===== src/rtl/fir_inverse_n_pkg.sv =====
// Shared types and helpers for the all-pole FIR inverse.
// Provides the FSM state type and a tap-slice helper for packed coefficient vectors.
package fir_inverse_n_pkg;

  typedef enum logic [1:0] {
    S_IDLE,
    S_MAC,
    S_OUT
  } fir_inv_state_t;

  // Upper bounds for the generic tap() helper; callers zero-extend into this width.
  localparam int unsigned MaxN    = 64;
  localparam int unsigned MaxTaps = 17;
  localparam int unsigned MaxBW   = MaxN * MaxTaps;

  // Returns b[k*n +: n] in the low bits; callers truncate to their own width.
  function automatic logic [MaxN-1:0] tap(input logic [MaxBW-1:0] b,
                                          input int unsigned      k,
                                          input int unsigned      n);
    logic [MaxBW-1:0] s;
    s = b >> (k * n);
    return s[MaxN-1:0];
  endfunction

endpackage


===== src/rtl/fir_inverse_n_if.sv =====
// Data/status bundle between a sample source and the FIR inverse.
// The master drives samples and taps; the slave returns the recovered sample and status.
interface fir_inverse_n_if #(
  parameter int unsigned N      = 32,
  parameter int unsigned DELAYS = 3
);
  logic                      ena;
  logic [N-1:0]              y_in;
  logic [(DELAYS+1)*N-1:0]   b;
  logic [N-1:0]              x_out;
  logic                      x_valid;
  logic                      busy;
  logic                      overrun;

  modport master (
    output ena,
    output y_in,
    output b,
    input  x_out,
    input  x_valid,
    input  busy,
    input  overrun
  );

  modport slave (
    input  ena,
    input  y_in,
    input  b,
    output x_out,
    output x_valid,
    output busy,
    output overrun
  );
endinterface


===== src/rtl/fir_inverse_n_sample_strobe.sv =====
// Rising-edge detector for the sample-rate clock, sampled in the system clock domain.
// Two flops: the first captures clk_d, the second holds its previous value.
module sample_strobe (
  input  logic clk,
  input  logic rst,
  input  logic clk_d,
  output logic start
);

  logic sync_q;
  logic prev_q;

  always_ff @(posedge clk or posedge rst) begin
    if (rst) begin
      sync_q <= 1'b0;
      prev_q <= 1'b0;
    end else begin
      sync_q <= clk_d;
      prev_q <= sync_q;
    end
  end

  assign start = sync_q & ~prev_q;

endmodule


===== src/rtl/fir_inverse_n.sv =====
// All-pole inverse of a monic FIR: x[n] = y[n] - sum_k b_k * x[n-k], mod 2^N.
// One shared multiplier walks the feedback taps, one tap per system clock.
module fir_inverse_n
  import fir_inverse_n_pkg::*;
#(
  parameter int unsigned N      = 32,
  parameter int unsigned DELAYS = 3
) (
  input  logic           clk,
  input  logic           rst,
  input  logic           clk_d,
  fir_inverse_n_if.slave io
);

  localparam int unsigned KW = $clog2(DELAYS + 1);

  logic start;

  fir_inv_state_t state_q, state_d;
  logic [KW-1:0]  k_q, k_d;
  logic [N-1:0]   acc_q, acc_d;
  logic [N-1:0]   hist_q [DELAYS];
  logic [N-1:0]   hist_d [DELAYS];
  logic [N-1:0]   x_out_q, x_out_d;
  logic           x_valid_q, x_valid_d;
  logic           busy_q, busy_d;
  logic           overrun_q, overrun_d;

  logic [N-1:0]   tap_b;
  logic [N-1:0]   hist_sel;
  logic [N-1:0]   prod;

  sample_strobe u_strobe (
    .clk   (clk),
    .rst   (rst),
    .clk_d (clk_d),
    .start (start)
  );

  // Operand selection for the single multiplier: tap k against x[n-k].
  always_comb begin
    tap_b    = N'(tap(MaxBW'(io.b), 32'(k_q), N));
    hist_sel = '0;
    for (int unsigned i = 0; i < DELAYS; i++) begin
      if (32'(k_q) == i + 1) begin
        hist_sel = hist_q[i];
      end
    end
    // Low N bits of a signed product equal those of the unsigned product.
    prod = tap_b * hist_sel;
  end

  always_comb begin
    state_d   = state_q;
    k_d       = k_q;
    acc_d     = acc_q;
    hist_d    = hist_q;
    x_out_d   = x_out_q;
    x_valid_d = 1'b0;
    busy_d    = busy_q;
    overrun_d = overrun_q;

    case (state_q)
      S_IDLE: begin
        if (start && io.ena) begin
          acc_d   = io.y_in;
          k_d     = KW'(1);
          busy_d  = 1'b1;
          state_d = S_MAC;
        end
      end
      S_MAC: begin
        acc_d = acc_q - prod;
        k_d   = k_q + KW'(1);
        if (32'(k_q) == DELAYS) begin
          state_d = S_OUT;
        end
      end
      S_OUT: begin
        x_out_d   = acc_q;
        x_valid_d = 1'b1;
        busy_d    = 1'b0;
        for (int unsigned i = DELAYS - 1; i > 0; i--) begin
          hist_d[i] = hist_q[i-1];
        end
        hist_d[0] = acc_q;
        state_d   = S_IDLE;
      end
      default: begin
        state_d = S_IDLE;
      end
    endcase

    // A new sample edge during a computation is dropped and flagged until reset.
    if (start && busy_q) begin
      overrun_d = 1'b1;
    end
  end

  always_ff @(posedge clk or posedge rst) begin
    if (rst) begin
      state_q   <= S_IDLE;
      k_q       <= '0;
      acc_q     <= '0;
      x_out_q   <= '0;
      x_valid_q <= 1'b0;
      busy_q    <= 1'b0;
      overrun_q <= 1'b0;
      for (int unsigned i = 0; i < DELAYS; i++) begin
        hist_q[i] <= '0;
      end
    end else begin
      state_q   <= state_d;
      k_q       <= k_d;
      acc_q     <= acc_d;
      hist_q    <= hist_d;
      x_out_q   <= x_out_d;
      x_valid_q <= x_valid_d;
      busy_q    <= busy_d;
      overrun_q <= overrun_d;
    end
  end

  assign io.x_out   = x_out_q;
  assign io.x_valid = x_valid_q;
  assign io.busy    = busy_q;
  assign io.overrun = overrun_q;

endmodule


===== src/flat_wrapper.sv =====
// flat-port wrapper written by rule: the top's interface ports become plain ports
module fir_inverse_n_flat import fir_inverse_n_pkg::*;
#(
  parameter int unsigned N      = 32,
  parameter int unsigned DELAYS = 3
)
  (clk, rst, clk_d, io_ena, io_y_in, io_b, io_x_out, io_x_valid, io_busy, io_overrun);
  fir_inverse_n_if #(.N(N), .DELAYS(DELAYS)) io_i ();
  input  logic clk;
  input  logic rst;
  input  logic clk_d;
  input wire logic [$bits(io_i.ena)-1:0] io_ena;
  input wire logic [$bits(io_i.y_in)-1:0] io_y_in;
  input wire logic [$bits(io_i.b)-1:0] io_b;
  output wire logic [$bits(io_i.x_out)-1:0] io_x_out;
  output wire logic [$bits(io_i.x_valid)-1:0] io_x_valid;
  output wire logic [$bits(io_i.busy)-1:0] io_busy;
  output wire logic [$bits(io_i.overrun)-1:0] io_overrun;
  assign io_i.ena = io_ena;
  assign io_i.y_in = io_y_in;
  assign io_i.b = io_b;
  assign io_x_out = io_i.x_out;
  assign io_x_valid = io_i.x_valid;
  assign io_busy = io_i.busy;
  assign io_overrun = io_i.overrun;
  fir_inverse_n #(.N(N), .DELAYS(DELAYS)) u_core (.clk(clk), .rst(rst), .clk_d(clk_d), .io(io_i));
endmodule

===== config.mk =====
export PLATFORM = sky130hd
export DESIGN_NAME = fir_inverse_n_flat
export DESIGN_NICKNAME = d
export VERILOG_FILES = /design/src/rtl/fir_inverse_n_pkg.sv /design/src/rtl/fir_inverse_n_if.sv /design/src/rtl/fir_inverse_n_sample_strobe.sv /design/src/rtl/fir_inverse_n.sv /design/src/flat_wrapper.sv
export SDC_FILE = /design/constraint.sdc
export NUM_CORES = 2
export LEC_CHECK = 0
export ABC_AREA = 1
export CAP_MARGIN = 20
export CORE_MARGIN = 10
export CORE_UTILIZATION = 55
export DETAILED_ROUTE_END_ITERATION = 10
export DONT_BUFFER_PORTS = 1
export PLACE_DENSITY = 0.82
export SETUP_SLACK_MARGIN = 0.05
export SYNTH_ARGS = -nofsm -noshare
export SYNTH_HDL_FRONTEND = slang
export SYNTH_HIERARCHICAL = 1
export SYNTH_SLANG_ARGS = --single-unit

===== constraint.sdc =====
create_clock -name clk -period 13.07 [get_ports clk]
set_input_delay 0.6535 -clock clk [delete_from_list [all_inputs] [get_ports clk]]
set_output_delay 0.6535 -clock clk [all_outputs]
set_load 0.05 [all_outputs]

==> results.py <==
metrics = {
    "yosys": {
        "synth_top_area_share_pct": 35.5,
        "synth_top_area_cell": "fa_1",
        "synthCells": 3229,
        "ys_seq_area_share_pct": 13.7,
        "syn_area_sq_um": 25000,
        "ys_ff_latch": 137,
        "syn_avg_cell_area_sq_um": 7.73,
        "synth.net_count": 3985,
        "async_reset_ff_share_pct": 100,
        "ys.flop_type": "dfrtp_1",
        "ys_types": 53,
        "synth_area_leaders": "fa_1, dfrtp_1, nand2_1",
        "synth_edf_count": 0,
        "synth_warnings": 6,
    },
    "routing": {
        "drt.antenna.violating_nets": 0,
        "drc": 0,
        "drt_wl_total_mm": 77.9,
        "detail_route.wl_per_cell_um": 20.9,
        "vias_per_cell": 5.63,
        "vias": 21037,
        "first_pass_iters": 8,
        "drtIter0Drc": 2416,
    },
    "clock_network": {
        "cts_buffers": 17,
        "root_buffer": "clkbuf_16",
        "cts_max_path_buffers": 2,
        "htreeDepth": 4,
        "clkSinkCount": 137,
        "clk_latency_ns": 0.45,
        "cts_tree": "done",
        "post_cts_buffers": 0,
        "clk_pin_slew_ns": 0.06,
    },
    "floorplanning": {
        "die_w_um": 233,
        "ios": 199,
        "start_util_pct": 56.1,
        "die_h_um": 233,
        "die_area_sq_um": 54300,
        "core_sq_um": 44500,
        "rows": 77,
    },
    "setup_path": {
        "crit_path_max_incr_delay_ns": 0.81,
        "cp_common_cell": "fa_1",
        "worst_setup_path_end_kind": "flop",
        "startpoint": "u_core/k_q[0]$_DFFE_PP0P_",
        "path_class": "flop to flop",
        "startpoint_type": "flop",
        "slowest_stage": "inv_1",
        "r2r_cells": 34,
        "rr_endpoint": "u_core/acc_q[30]$_DFFE_PP0P_",
        "critPathMaxFanout": 66,
        "cp.arrival_ns": 10.52,
        "worstReg2RegStart": "u_core/k_q[0]$_DFFE_PP0P_",
        "required_ns": 13.43,
        "rrSetupSlack_ns": 2.91,
    },
    "global_route": {
        "grt_antenna_before_repair": 3,
        "grt_pass1_vias": 21546,
        "grtUsageTotal_pct": 29.2,
        "grt-ovfl-total": 0,
        "grt_max_degree": 118,
        "grt_pass1_wl_mm": 121,
    },
    "timing": {
        "fmax_mhz": 98.4,
        "setup_viol": 0,
        "worst_pin_slew_ns": 1.11,
        "hold_violations": 0,
        "drv_slew": 0,
        "relSlewSlack_pct": 26.2,
        "fin_crit_sh_pct": 77.7,
        "setup-tns-final_ns": 0,
        "rsz0062_at_grt": "no",
        "clock_skew_ns": 0.0130,
        "fin_crit_ns": 10.16,
    },
    "placed_design": {
        "io_buffers": 0,
        "dpl.hpwl_mm": 61.6,
        "gp_congestion": 0.978,
    },
    "hold_path": {
        "min_path_type": "input port to asynchronous set/reset pin",
    },
    "layout": {
        "syn2layout_area_growth_pct": 3.01,
        "drive_gt1_share_pct": 5.23,
        "fillers": 3880,
        "nets": 3880,
    },
    "job": {
        "cap_violations": 0,
    },
    "outcome": {
        "status": "finished clean",
    },
}
==> sequential cells by signal, summed over array words and instances, names as in the netlist <==
signal,count
u_core/hist_q,64
u_core/acc_q,32
u_core/io.x_out,32
u_core/k_q,2
u_core/state_q,2
u_core/io.busy,1
u_core/io.overrun,1
u_core/io.x_valid,1
u_core/u_strobe/prev_q,1
u_core/u_strobe/sync_q,1
==> critical path: cells and delay by family (launching register included) <==
family	cells	cell delay, ns
AO/OA/AOI/OAI	3	0.43
XOR/XNOR	1	0.17
adder cells (fa/ha/maj)	10	4.74
buffers and inverters	8	2.08
flip-flops	1	0.40
AND/OR/NAND/NOR	12	2.15
==> final cells by class <==
type	instances	area, sq um	share of cell area (%)
Sequential cell	137	3430	13.3
Tap cell	592	741	2.88
Clock inverter	9	159	0.618
Timing Repair Buffer	33	250	0.973
Inverter	725	2750	10.7
Antenna cell	5	12.5	0.0487
Multi-Input combinational cell	2210	17900	69.5
Clock buffer	23	508	1.98
==> what timing repair did <==
action | CTS | global route
hold buffers | 1 | 0
hold endpoints to repair | 2 | 0
resized for setup | 0 | 0
endpoints found under the setup margin | 0 | 0
==> cell families (layout without fill, tap and decap cells) <==
logic type / Yosys count / in the layout / share of synthesized area (%)
AND/OR/NAND/NOR: 1304 / 1304 / 21.2
buffers and inverters: 882 / 790 / 14.8
adder cells (fa/ha/maj): 592 / 592 / 43.0
AO/OA/AOI/OAI: 293 / 293 / 6.57
flip-flops: 137 / 137 / 13.7
XOR/XNOR: 21 / 21 / 0.767
other: 0 / 5 / 0
==> Yosys cell counts (all sizes together) (13+ instances only) <==
cell type	count
a21oi	99
fa	443
buf	79
ha	149
nand3	113
dfrtp	137
clkbuf	78
xor2	13
inv	722
nor2	284
o21ai	146
o22ai	16
nand2	879
==> how the worst max path moves through the flow <==
stage	to	slack (ns)	depth (start not counted)
floorplan	u_core/acc_q[29]$_DFFE_PP0P_	4.81	41
detailed placement	u_core/acc_q[30]$_DFFE_PP0P_	3.11	34
CTS	u_core/acc_q[30]$_DFFE_PP0P_	3.11	34
finish	u_core/acc_q[30]$_DFFE_PP0P_	2.91	34
global route	u_core/acc_q[30]$_DFFE_PP0P_	2.26	34
global placement	u_core/acc_q[30]$_DFFE_PP0P_	3.21	34
==> routing by layer <==
layer  wire, um  part of all wire, %  vias to the layer above  GRT usage (%)
met5          0                    0                        -              0
met1      28300                   36                    10128           35.8
li1           -                    -                     9271              -
met3      12100                   15                      253           11.9
met2      33400                   43                     1385           44.2
met4       4100                  5.3                        0           14.1
==> cells in the final DEF, fill, tap and decap left out, types with 18 or more instances in the layout <==
cell type  Yosys  routed
inv_2         19      18
o21ai_0      126     126
a21oi_1       93      92
ha_1         149     149
fa_1         443     443
nor2_1       279     278
buf_4         45      32
nand3_1      104     104
nand2_2       29      29
nand2_1      846     846
dfrtp_1      137     136
inv_1        697     696
==> per-stage QoR <==
stage / area (sq um) / hold slack (ns) / utilization [%] / cells / setup WS [ns]
after detailed placement: 25000 / 0.369 / 56.2 / 3696 / 3.11
after CTS: 25700 / 0.203 / 57.7 / 3729 / 3.11
after global routing: 25700 / 0.222 / 57.7 / 3730 / 2.26
final: 25700 / 0.182 / 57.8 / 3734 / 2.91
after global placement: 25000 / 0.365 / 56.2 / 3696 / 3.21
after floorplan: 25000 / 0.354 / - / 3229 / 4.81
Power is not shown: default switching activity piles up to over one toggle a cycle in this logic, so the estimate is an artifact.
